### src/rtl/addr_reg_pkg.sv
// Shared types for the address-register bank: command opcodes, sequencer states
// and the default bus width.
package addr_reg_pkg;

    localparam int DEFAULT_WIDTH = 16;

    typedef enum logic [1:0] {
        OP_LOAD  = 2'd0,
        OP_DRIVE = 2'd1,
        OP_MOVE  = 2'd2,
        OP_INC   = 2'd3
    } op_e;

    typedef enum logic [1:0] {
        ST_IDLE = 2'd0,
        ST_SEL  = 2'd1,
        ST_WB   = 2'd2
    } state_e;

    // MOVE and INC are the only commands that write a second register index.
    function automatic logic op_uses_dst(input op_e op);
        return (op == OP_MOVE) || (op == OP_INC);
    endfunction

endpackage

### src/rtl/addr_incrementer.sv
// Combinational +1 with carry-out, used for PC/XY-style increment-and-write-back.
module addr_incrementer #(
    parameter int WIDTH = 16
) (
    input  logic [WIDTH-1:0] value,
    output logic [WIDTH-1:0] sum,
    output logic             carry_out
);

    assign {carry_out, sum} = {1'b0, value} + {{WIDTH{1'b0}}, 1'b1};

endmodule

### src/rtl/addr_reg_bank.sv
// Bank of NREGS bus-attached address registers with a select/latch/write-back sequencer.
// Define ADDR_REG_INC_EN to build the increment path; otherwise INC is rejected.
module addr_reg_bank
    import addr_reg_pkg::*;
#(
    parameter int WIDTH = DEFAULT_WIDTH,
    parameter int NREGS = 4,
    parameter int IDX_W = 2
) (
    input  logic             clk,
    input  logic             reset_n,
    input  logic             cmd_valid,
    output logic             cmd_ready,
    input  logic [1:0]       cmd_op,
    input  logic [IDX_W-1:0] cmd_src,
    input  logic [IDX_W-1:0] cmd_dst,
    input  logic [WIDTH-1:0] addr_in,
    output logic [WIDTH-1:0] addr_out,
    output logic             addr_oe,
    output logic             done,
    output logic             err,
    output logic             carry
);

`ifdef ADDR_REG_INC_EN
    localparam bit INC_EN = 1'b1;
`else
    localparam bit INC_EN = 1'b0;
`endif

    state_e           state;
    op_e              op_q;
    logic [IDX_W-1:0] src_q;
    logic [IDX_W-1:0] dst_q;
    logic             bad_q;
    logic [WIDTH-1:0] temp;
    logic [WIDTH-1:0] next_temp;
    logic [WIDTH-1:0] regs [NREGS];

    op_e              cmd_op_e;
    logic             cmd_bad;
    logic             cmd_drives;
    logic [WIDTH-1:0] cmd_val;
    logic [WIDTH-1:0] src_val;

    function automatic logic idx_ok(input logic [IDX_W-1:0] idx);
        return 32'(idx) < 32'(NREGS);
    endfunction

    assign cmd_op_e   = op_e'(cmd_op);
    assign cmd_bad    = !idx_ok(cmd_src)
                      || (op_uses_dst(cmd_op_e) && !idx_ok(cmd_dst))
                      || ((cmd_op_e == OP_INC) && !INC_EN);
    assign cmd_drives = !cmd_bad && (cmd_op_e != OP_LOAD);
    assign cmd_val    = regs[cmd_src];
    assign src_val    = regs[src_q];
    assign cmd_ready  = (state == ST_IDLE);

`ifdef ADDR_REG_INC_EN
    logic [WIDTH-1:0] inc_sum;
    logic             inc_co;
    logic             carry_q;

    addr_incrementer #(
        .WIDTH (WIDTH)
    ) u_inc (
        .value     (src_val),
        .sum       (inc_sum),
        .carry_out (inc_co)
    );

    always_ff @(posedge clk or negedge reset_n) begin
        if (!reset_n) begin
            carry_q <= 1'b0;
        end else if (state == ST_SEL && op_q == OP_INC && !bad_q) begin
            carry_q <= inc_co;
        end
    end

    assign carry = carry_q;
`else
    assign carry = 1'b0;
`endif

    // NOTE: every signal driven here gets a default first, so no path leaves it unassigned and no latch is inferred.
    always_comb begin
        next_temp = src_val;
        case (op_q)
            OP_LOAD: next_temp = addr_in;
`ifdef ADDR_REG_INC_EN
            OP_INC:  next_temp = inc_sum;
`endif
            default: ;
        endcase
    end

    // Bus drive value is captured at accept: the array only changes at WB->IDLE,
    // so the registered copy is stable for the whole SEL cycle.
    // NOTE: sequential state uses non-blocking assignments so every flop samples pre-edge values.
    always_ff @(posedge clk or negedge reset_n) begin
        if (!reset_n) begin
            state    <= ST_IDLE;
            op_q     <= OP_LOAD;
            src_q    <= '0;
            dst_q    <= '0;
            bad_q    <= 1'b0;
            temp     <= '0;
            addr_out <= '0;
            addr_oe  <= 1'b0;
            done     <= 1'b0;
            err      <= 1'b0;
        end else begin
            case (state)
                ST_IDLE: begin
                    if (cmd_valid && cmd_ready) begin
                        op_q     <= cmd_op_e;
                        src_q    <= cmd_src;
                        dst_q    <= cmd_dst;
                        bad_q    <= cmd_bad;
                        addr_oe  <= cmd_drives;
                        addr_out <= cmd_drives ? cmd_val : '0;
                        state    <= ST_SEL;
                    end
                end
                ST_SEL: begin
                    temp     <= next_temp;
                    addr_oe  <= 1'b0;
                    addr_out <= '0;
                    done     <= 1'b1;
                    err      <= bad_q;
                    state    <= ST_WB;
                end
                ST_WB: begin
                    done  <= 1'b0;
                    err   <= 1'b0;
                    state <= ST_IDLE;
                end
                default: state <= ST_IDLE;
            endcase
        end
    end

    // NOTE: the register array is reset explicitly; a mid-command reset must leave every register at zero.
    always_ff @(posedge clk or negedge reset_n) begin
        if (!reset_n) begin
            for (int i = 0; i < NREGS; i++) begin
                regs[i] <= '0;
            end
        end else if (state == ST_WB && !bad_q) begin
            case (op_q)
                OP_LOAD:        regs[src_q] <= temp;
                OP_MOVE, OP_INC: regs[dst_q] <= temp;
                default: ;
            endcase
        end
    end

endmodule

### config.mk
export PLATFORM = sky130hd
export DESIGN_NAME = addr_reg_bank
export DESIGN_NICKNAME = d
export VERILOG_FILES = /design/src/rtl/addr_reg_pkg.sv /design/src/rtl/addr_incrementer.sv /design/src/rtl/addr_reg_bank.sv
export SDC_FILE = /design/constraint.sdc
export NUM_CORES = 1
export LEC_CHECK = 0
export BUFFER_PORTS_ARGS = -buffer_cell sky130_fd_sc_hd__buf_4
export CORE_MARGIN = 1.5
export CORE_UTILIZATION = 45
export CTS_BUF_LIST = sky130_fd_sc_hd__clkbuf_8
export DETAILED_ROUTE_END_ITERATION = 16
export SETUP_SLACK_MARGIN = 0.02
export SLEW_MARGIN = 15
export SYNTH_ARGS = -nofsm -noshare
export SYNTH_HDL_FRONTEND = slang
export SYNTH_SLANG_ARGS = --single-unit
### constraint.sdc
create_clock -name clk -period 2.1 [get_ports clk]
set_input_delay 0 -clock clk [delete_from_list [all_inputs] [get_ports clk]]
set_output_delay 0 -clock clk [all_outputs]
set_load 0.005 [all_outputs]
* Word level (Yosys, flattened, before mapping)
Index checks and enable logic that the tools add are counted.
** Cells by class
- Order comparisons :: 5
- Eq/ne operators :: 6
- Muxes and demuxes :: 23
- Bitwise logic cells :: 3
- Reduce and logical (&&, ||, !) cells :: 17
** Operators by type and width (number)
- $mux 16 :: 9
- $bwmux 64 :: 2
- $pmux 64 s2 :: 1
- $bmux 16 s2 :: 2
- $demux 16 s2 :: 2
- $pmux 16 s2 :: 1
- $ge 3x3->1 const B :: 3
- $not 2->3 :: 3
- $eq 2x2->1 const B :: 4
- $reduce_bool 2->1 :: 4
- $lt 3x1->1 const B :: 2
- $pmux 1 s2 :: 3
- $reduce_and 2->1 :: 3
- $logic_and 1x1->1 :: 5
- $logic_not 2->1 :: 2
- $pmux 2 s2 :: 1
- $eq 2x1->1 const B :: 1
- $logic_not 1->1 :: 2
- $mux 2 :: 1
- $ne 2x1->1 const B :: 1
- $reduce_or 2->1 :: 1
- $mux 1 :: 1
** Word-level totals
- Register bits :: 108
- Output and inout port bits :: 21
- Logic and storage cells :: 68

* Depth between registers and ports, before layout
Gate-level depths: netlist of the first run.
- Word-level depth :: 7
- Depth in mapped cells :: 7
- Depth with buffers taken out :: 5

* Worst setup path after synthesis of the first run
OpenSTA, ideal clock, no wires.
- Kind :: flip-flop to flip-flop
- Start point :: reg state[0]
- End point :: reg regs[10] in the netlist's numbering
- Setup time :: 0.125 ns
- Arrival :: 1.611 ns
- Slack :: 0.364 ns
- Cell stages (with the launch flop) :: 8
- Buffers on the path :: 2
- Path through :: dfrtp_1 inv_1 ha_1 and2b_1 o211a_1 buf_6 buf_12 mux2_4
** Between the ends
- Word-level cells in the longest chain between the ends :: 3
** Ends and longest elaborated chain
- start: declaration :: line addr_reg_bank.sv:31 : state_e state;
- start signal: assignment :: line addr_reg_bank.sv:102 : state <= ST_IDLE;
- start signal: assignment :: line addr_reg_bank.sv:122 : state <= ST_SEL;
- start signal: assignment :: line addr_reg_bank.sv:131 : state <= ST_WB;
- $eq 2x2->1 :: line addr_reg_bank.sv:149 : end else if (state == ST_WB && !bad_q) begin
- $logic_and 1x1->1 :: line addr_reg_bank.sv:149
- $reduce_and 2->1 (no source line)
- end signal: indexed assignment :: line addr_reg_bank.sv:151 : OP_LOAD: regs[src_q] <= temp;
- end signal: indexed assignment :: line addr_reg_bank.sv:152 : OP_MOVE, OP_INC: regs[dst_q] <= temp;
- end: declaration :: line addr_reg_bank.sv:38 : logic [WIDTH-1:0] regs [NREGS];
Every way passes these cells.
A chain may end at the register's enable or synchronous reset.

* Worst setup path in the final report of the first run
- Start point :: reg state[0]
- End point :: reg regs[3] in the netlist's numbering
The elaborated chain is that of the path after synthesis.

==> flow_summary.toml, run 1 <==
[sta]
setup_ws_ns = 0.142
fin_crit_sh_pct = 93.3
timing.hold.ws_ns = 0.129
fin_tns_setup_ns = 0
finalMaxSlewViolations = 0
tightest_slew_ns = 0.740
skew_ns = 0.0137
setup_viol = 0
fmax_ghz = 0.511
final.min_clock_period_ns = 1.96
max_slew_margin_pct = 50.4
rsz0062_at_grt = "false"
hold_viol_final = 0

[critical_path]
cp_max_fo = 10
critical_path_class = "register to register"
crit_chain = "inv_1 > ha_1 > and2b_1 > o211a_1 > buf_4 > mux2_2"
crit_buf_inv = 2
critical_path_arrival_ns = 2.23
crit_path_end_kind = "register"
start_kind = "register"
critical_path.top_delay_family = "flip-flops"
worst_path_largest_cell_delay_ns = 0.41
critical_path_required_ns = 2.37
critPathSlowestCell = "dfrtp_1"

[placement]
io_buffers = 44
place_ws_ns = 0.137
gp_congestion = 0.734
post-place-cells = 529
dp_hpwl_um = 6840

[finish]
drive_above_1_share_pct = 39.9
num-nets-final = 448
fill_cells = 935
fin_cells = 567
fin_util_pct = 54.4
syn2layout_area_growth_pct = 18.7
multi_input_area_mm2 = 0.00233
antenna_cells = 0
seq_area_mm2 = 0.00270

[run]
cap_violations = 0

[clocking]
htreeDepth = 3
worstSkewPairLatency_ns = 0.39
clk_path_buf_depth = 2
numClockSinks = 108
clk_pin_slew_ns = 0.11
cts-root-buf = "clkbuf_8"
tritoncts = "yes"
post_cts_buffers = 0
cts_buffers = 9

[route]
drt-pass1-iter-count = 4
detail_route.iter0.violations = 169
finalWirelength_um = 11300
vias = 3157
vias_per_cell = 5.57
post_drt_wl_per_cell_um = 19.8
drtAntennaViolNets = 0
drc = 0

[floorplan]
ios = 46
dieArea_mm2 = 0.0122
core_mm2 = 0.0114
std_cell_rows = 39
die_width_um = 111
initial_core_util_pct = 45.8
die_y_um = 111

[pwr]
p_per_area_mw_per_mm2 = 1500
irDropWorstVdd_mv = 0.777
p_leak_nw = 2.80

[run_status]
status = "completed"

[yosys]
synthArstFlopShare_pct = 100
syn_nets = 381
yosysSeqAreaShare_pct = 51.9
synth_ff_type = "dfrtp_1"
synth.most_common_cell = "dfrtp_1"
synth_cell_types = 34
yosys_warnings = 0
synthTopCellsByCount = "dfrtp_1, mux4_2, nand2_1, mux2_2"
postSynthAreaPerCell_um2 = 14.8
synthDominantCellAreaShare_pct = 51.9
syn-cell-area_mm2 = 0.00521
synth.area.top_cells = "dfrtp_1, mux4_2, mux2_2"
syn_inst = 352
synth_top_area_cell = "dfrtp_1"
ys_ff_latch = 108
synth_edf_count = 0

[grt]
grt_pass1_wl_um = 18900
grt_pass1_vias = 3441
grt-ovfl-total = 0
grt_max_degree = 50
grt_antenna_before_repair = 0
track_usage_pct = 20.1

[hold_path]
hp-class = "input pin to register"
[flip-flops by register name, summed over array words and instances, names as in the netlist]
| name | count |
|---|---|
| regs | 64 |
| addr_out | 16 |
| temp | 16 |
| dst_q | 2 |
| op_q | 2 |
| src_q | 2 |
| state | 2 |
| addr_oe | 1 |
| bad_q | 1 |
| done | 1 |
| err | 1 |
[placed cells by master, fill, tap and decap left out, drive strengths merged, types with 4 or more instances in the layout]
cell type,n
a22o,16
a31oi,16
buf,58
bufinv,4
clkbuf,9
dfrtp,108
dlygate4sd3,22
ha,4
inv,5
mux2,71
mux4,32
nand2,33
nor2,19
nor3b,4
[worst reg2reg max path: stages, from the launching register on]
cell and delay, ns:
dfrtp_1 0.41, inv_1 0.09, ha_1 0.20, and2b_1 0.31, o211a_1 0.24, buf_4 0.24, mux2_2 0.36
[metal layers]
layer	part of all wire, %	track usage, %
met4	1.5	6.07
met5	0	0
met1	45	27.8
met3	3.4	4.61
met2	50	31.9
[path summary, 6_finish.rpt]
kind	endpoint	start	slack, ns	depth (start not counted)
worst max-delay path	regs[3]	state[0]	0.14	6
worst min-delay path	src_q[1]	cmd_src[1]	0.13	2
worst max register to register	regs[3]	state[0]	0.14	6
worst min register to register	addr_oe	addr_oe	0.49	1
max in group asynchronous	regs[28]	reset_n	1.25	3
min in group asynchronous	err	reset_n	0.17	2
[final cells by class]
type	count	share of cell area, %
inverters	5	0.303
well taps	143	2.89
flip-flops and latches	108	43.7
multi-input cells	215	37.6
repair buffers	80	11.2
clock buffers	9	2.00
clock inverters	7	2.25
[stage by stage]
stage,instance area [um^2],power (W)
CTS,6180,0.00935
floorplan,5210,0.00653
global route,6180,0.00990
detailed placement,5690,0.00768
finish,6180,0.00928
global placement,5690,0.00755
[what timing repair did]
action / CTS / global route
setup endpoints to repair: 0 / 14
hold buffers: 22 / 0
resized for setup: 0 / 1
endpoints found under the hold margin: 69 / 0
[power breakdown]
part | leakage, nW | switching, W | internal (W)
Sequential | 1.34 | 0.000831 | 0.00309
Clock | 0.133 | 0.000713 | 0.000910
Combinational | 1.33 | 0.00154 | 0.00220
[cell families (layout without fill, tap and decap cells)]
logic type | after synthesis | count (layout) | synth area share, %
fa+ha+maj | 4 | 4 | 0.961
buf+inv | 29 | 101 | 3.56
compound gates | 41 | 41 | 6.56
mux | 104 | 104 | 30.8
flops | 108 | 108 | 51.9
other cells | 1 | 1 | 0.0720
simple gates | 65 | 65 | 6.15
No activity file was read; power rests on OpenSTA's default activity.
==> run 2: changes to the inputs <==
- CELL_PAD_IN_SITES_DETAIL_PLACEMENT: unset -> 1
- CELL_PAD_IN_SITES_GLOBAL_PLACEMENT: unset -> 1
- PLACE_DENSITY_LB_ADDON: unset -> 0.1
==> flow_summary.toml, run 2 (synthesis gave the netlist of run 1 again) <==
[finish]
reg_top3 = "regs: 64 flops, addr_out: 16 flops, temp: 16 flops"
largest_reg_flops = 64
regMostFlops = "regs"
num-nets-final = 450
syn2layout_area_growth_pct = 17.6
mostFrequentLayoutCells = "dfrtp_1, buf_4, mux4_2, nand2_1, mux2_2"
antenna_cells = 0
drive_above_1_share_pct = 40.0
final_common_cell = "dfrtp_1"
fin_cells = 568

[route]
drc = 0
drt-pass1-iter-count = 4
detail_route.iter0.violations = 149
vias_per_cell = 5.64
post_drt_wl_per_cell_um = 21.6
vias = 3203
drtAntennaViolNets = 0
finalWirelength_um = 12300

[sta]
setup_viol = 0
rsz0062_at_grt = "false"
max_slew_margin_pct = 47.4
fmax_ghz = 0.512
fin_crit_sh_pct = 93.0
fin_tns_setup_ns = 0
timing.hold.ws_ns = 0.160
finalMaxSlewViolations = 0
skew_ns = 0.0112
tightest_slew_ns = 0.786
hold_viol_final = 0
final.min_clock_period_ns = 1.95
setup_ws_ns = 0.148

[grt]
grt_pass1_wl_um = 20500
track_usage_pct = 22.0
grt_pass1_vias = 3555
grt-ovfl-total = 0
grt_max_degree = 49
grt_antenna_before_repair = 0

[floorplan]
initial_core_util_pct = 45.8
dieArea_mm2 = 0.0122
ios = 46
core_mm2 = 0.0114
die_width_um = 111
die_y_um = 111
std_cell_rows = 39

[clocking]
htreeDepth = 3
numClockSinks = 108
clk_pin_slew_ns = 0.09
cts_buffers = 9
worstSkewPairLatency_ns = 0.38
cts-root-buf = "clkbuf_8"
clk_path_buf_depth = 2
tritoncts = "yes"

[pwr]
switching_power_w = 0.00320
irDropWorstVdd_mv = 0.636
p_per_area_mw_per_mm2 = 1480
p_int_w = 0.00584
p_leak_nw = 2.76
p_comb_share_pct = 42.2
power_frac_clock_pct = 14.0
p_seq_share_pct = 43.8
swShare_pct = 35.4

[placement]
io_buffers = 44
post-place-cells = 531
gp_congestion = 0.721
place_ws_ns = 0.155
dp_hpwl_um = 7720

[run_status]
status = "completed"

[critical_path]
critical_path_required_ns = 2.37
critical_path_class = "register to register"
start_kind = "register"
cp_max_fo = 16
critPathSlowestCell = "o211ai_4"
worst_path_largest_cell_delay_ns = 0.65
crit_path_end_kind = "register"
critical_path_arrival_ns = 2.22
r2r_cells = 3
crit_chain = "and3b_1 > o211ai_4 > mux2_2"

[run]
cap_violations = 0

[hold_path]
hold_path_depth = 2
hp-class = "input pin to register"
==> run 2: cell count changes in the layout (fill, tap and decap cells not counted) <==
cell,before,now
buf_4,55,57
bufinv_16,4,1
clkinvlp_4,0,3
clkinv_2,2,1
==> run 2: power by group through the flow <==
| stage | Clock [W] | Combinational [W] | Sequential [W] |
|---|---|---|---|
| finish | 0.00126 | 0.00381 | 0.00396 |
| global route | 0.00141 | 0.00415 | 0.00413 |
| CTS | 0.00133 | 0.00386 | 0.00396 |
| detailed placement | 0 | 0.00380 | 0.00400 |
| global placement | 0 | 0.00370 | 0.00392 |
| floorplan | 0 | 0.00286 | 0.00367 |
==> run 2: per-stage QoR <==
| stage | total power, W | cell area (um^2) | utilization [%] |
|---|---|---|---|
| after global routing | 0.00968 | 6130 | 53.9 |
| after detailed placement | 0.00781 | 5710 | 50.2 |
| after CTS | 0.00914 | 6120 | 53.8 |
| after floorplan | 0.00653 | 5210 | - |
| final | 0.00904 | 6130 | 53.9 |
| after global placement | 0.00762 | 5710 | 50.2 |
==> run 2: critical path: cells and delay by family (launching register included) <==
family,cells,cell delay (ns)
AO/OA/AOI/OAI,1,0.65
AND/OR/NAND/NOR,1,0.26
flip-flops,1,0.52
multiplexers,1,0.41
==> run 2: timing repair <==
| action | CTS | global route |
|---|---|---|
| hold buffers | 22 | 0 |
| endpoints found under the setup margin | 0 | 13 |
| buffers inserted | 0 | 0 |
| endpoints found under the hold margin | 67 | 0 |
| gates resized for setup | 0 | 1 |
==> run 2: path summary, 6_finish.rpt <==
path	startpoint	to	slack, ns
setup / recovery	op_q[1]	regs[17]	0.15
hold / removal	cmd_src[1]	src_q[1]	0.16
setup reg to reg	op_q[1]	regs[17]	0.15
hold reg to reg	addr_oe	addr_oe	0.49
max in group asynchronous	reset_n	addr_out[4]	1.25
min in group asynchronous	reset_n	dst_q[0]	0.18
==> run 2: final cells by class <==
type,instances,area (um^2)
fill,1093,5240
sequential,108,2700
multi-input combinational,215,2330
timing repair buffer,82,708
tap,143,179
clock buffer,9,124
clock inverter,6,66.3
inverter,5,18.8
==> run 2: routing by layer <==
metal  GRT usage (%)  routed length (um)
met1            30.0                5680
met2            35.9                6030
met3            5.43                 402
met4            5.04                 172
met5               0                   0
==> run 3: changes to the inputs <==
- RECOVER_POWER: unset -> 50
- clock period: 2.1 -> 2.2 ns (I/O delays scaled with it)
==> flow_summary.toml, run 3 (synthesis gave the netlist of run 1 again) <==
[sta]
rsz0062_at_grt = "false"
hold_viol_final = 0
skew_ns = 0.00957
setup_viol = 0
finalMaxSlewViolations = 0
max_slew_margin_pct = 13.6
final.min_clock_period_ns = 1.93
tightest_slew_ns = 1.30
fin_tns_setup_ns = 0
fmax_ghz = 0.518
fin_crit_sh_pct = 87.7
timing.hold.ws_ns = 0.130

[finish]
seq_area_mm2 = 0.00270
fin_util_pct = 53.9
fill_cells = 1129
regMostFlops = "regs"
final_common_cell = "dfrtp_1"
mostFrequentLayoutCells = "dfrtp_1, buf_4, mux4_2, nand2_1, mux2_2"
syn2layout_area_growth_pct = 17.7
drive_above_1_share_pct = 39.6
largest_reg_flops = 64
antenna_cells = 0
reg_top3 = "regs: 64 flops, addr_out: 16 flops, temp: 16 flops"
design_area_mm2 = 0.00613
num-nets-final = 451
multi_input_area_mm2 = 0.00232

[route]
detail_route.iter0.violations = 138
finalWirelength_um = 12000
drt-pass1-iter-count = 4
drc = 0
drtAntennaViolNets = 0
vias_per_cell = 5.65
vias = 3218
post_drt_wl_per_cell_um = 21.1

[critical_path]
crit_path_end_kind = "register"
r2r_end = "regs[31]"
r2r_cells = 3
critical_path_class = "register to register"
critical_path_arrival_ns = 2.21
r2r_slack_ns = 0.27
cp_max_fo = 16
start_kind = "register"
r2r_start = "op_q[1]"
critical_path_required_ns = 2.48

[placement]
io_buffers = 44
gp_congestion = 0.706
dp_hpwl_um = 7760
place_area_mm2 = 0.00570

[clocking]
cts_buffers = 9
tritoncts = "yes"
htreeDepth = 3
numClockSinks = 108
worstSkewPairLatency_ns = 0.39
cts-root-buf = "clkbuf_8"
post_cts_buffers = 0
clk_path_buf_depth = 2
ctsResizeCount = 0
cts-hold-fix-buffers = 22
clk_pin_slew_ns = 0.09

[pwr]
switching_power_w = 0.00302
p_leak_nw = 2.76
p_int_w = 0.00567
p_seq_share_pct = 43.5
swShare_pct = 34.7
irDropWorstVdd_mv = 0.892
power_frac_clock_pct = 15.2
p_per_area_mw_per_mm2 = 1420
p_comb_share_pct = 41.3
power_w = 0.00868

[run_status]
status = "completed"

[floorplan]
initial_core_util_pct = 45.8
die_y_um = 111
die_width_um = 111
ios = 46
dieArea_mm2 = 0.0122
std_cell_rows = 39
core_mm2 = 0.0114

[hold_path]
hold_path_depth = 2
hp-class = "input pin to register"
whs_endpoint = "src_q[1]"
hold_start = "cmd_src[1]"

[run]
cap_violations = 0

[grt]
grt_max_degree = 49
grt-ovfl-total = 0
grt_pass1_vias = 3569
grt_antenna_before_repair = 0
track_usage_pct = 21.5
grt_pass1_wl_um = 20000
run 3: cell count changes in the layout (fill, tap and decap cells not counted), sizes merged:
| cell | change |
|---|---|
| bufinv | +1 |
| clkbuf | +13 |
| buf | -12 |
| clkinvlp | -1 |
| inv | +1 |
run 3: worst max path at each step:
stage,from,end
detailed placement,state[1],addr_out[15]
finish,op_q[1],regs[31]
floorplan,state[0],regs[10]
CTS,state[1],addr_out[7]
global route,state[0],addr_out[9]
global placement,op_q[1],regs[19]
run 3: final cells by class:
cell class,count,share of cell area (%)
sequential,108,44.1
multi-input combinational,215,37.9
timing repair buffer,83,11.3
tap,143,2.92
clock buffer,9,2.02
clock inverter,7,1.51
inverter,5,0.306
run 3: routing by layer:
metal,GRT usage [%],vias to the layer above,wire [um]
li1,-,1435,-
met1,28.8,1724,5450
met2,35.6,52,6070
met3,5.49,7,416
met4,4.87,0,94
met5,0,-,0
run 3: critical path, cell delays in order, from the launching register on:
cell and delay, ns:
dfrtp_1 0.51, and3b_1 0.25, o211ai_4 0.64, mux2_2 0.41
run 3: power by group through the flow:
stage	Sequential, W	Clock, W	Combinational [W]
finish	0.00377	0.00132	0.00359
floorplan	0.00350	0	0.00273
CTS	0.00378	0.00137	0.00367
global placement	0.00374	0	0.00351
global route	0.00392	0.00144	0.00394
detailed placement	0.00382	0	0.00362
run 3: per-stage QoR:
stage	setup WS [ns]	cells
after CTS	0.239	570
after floorplan	0.464	352
after detailed placement	0.249	532
after global routing	0.0878	570
after global placement	0.301	532
final	0.270	570
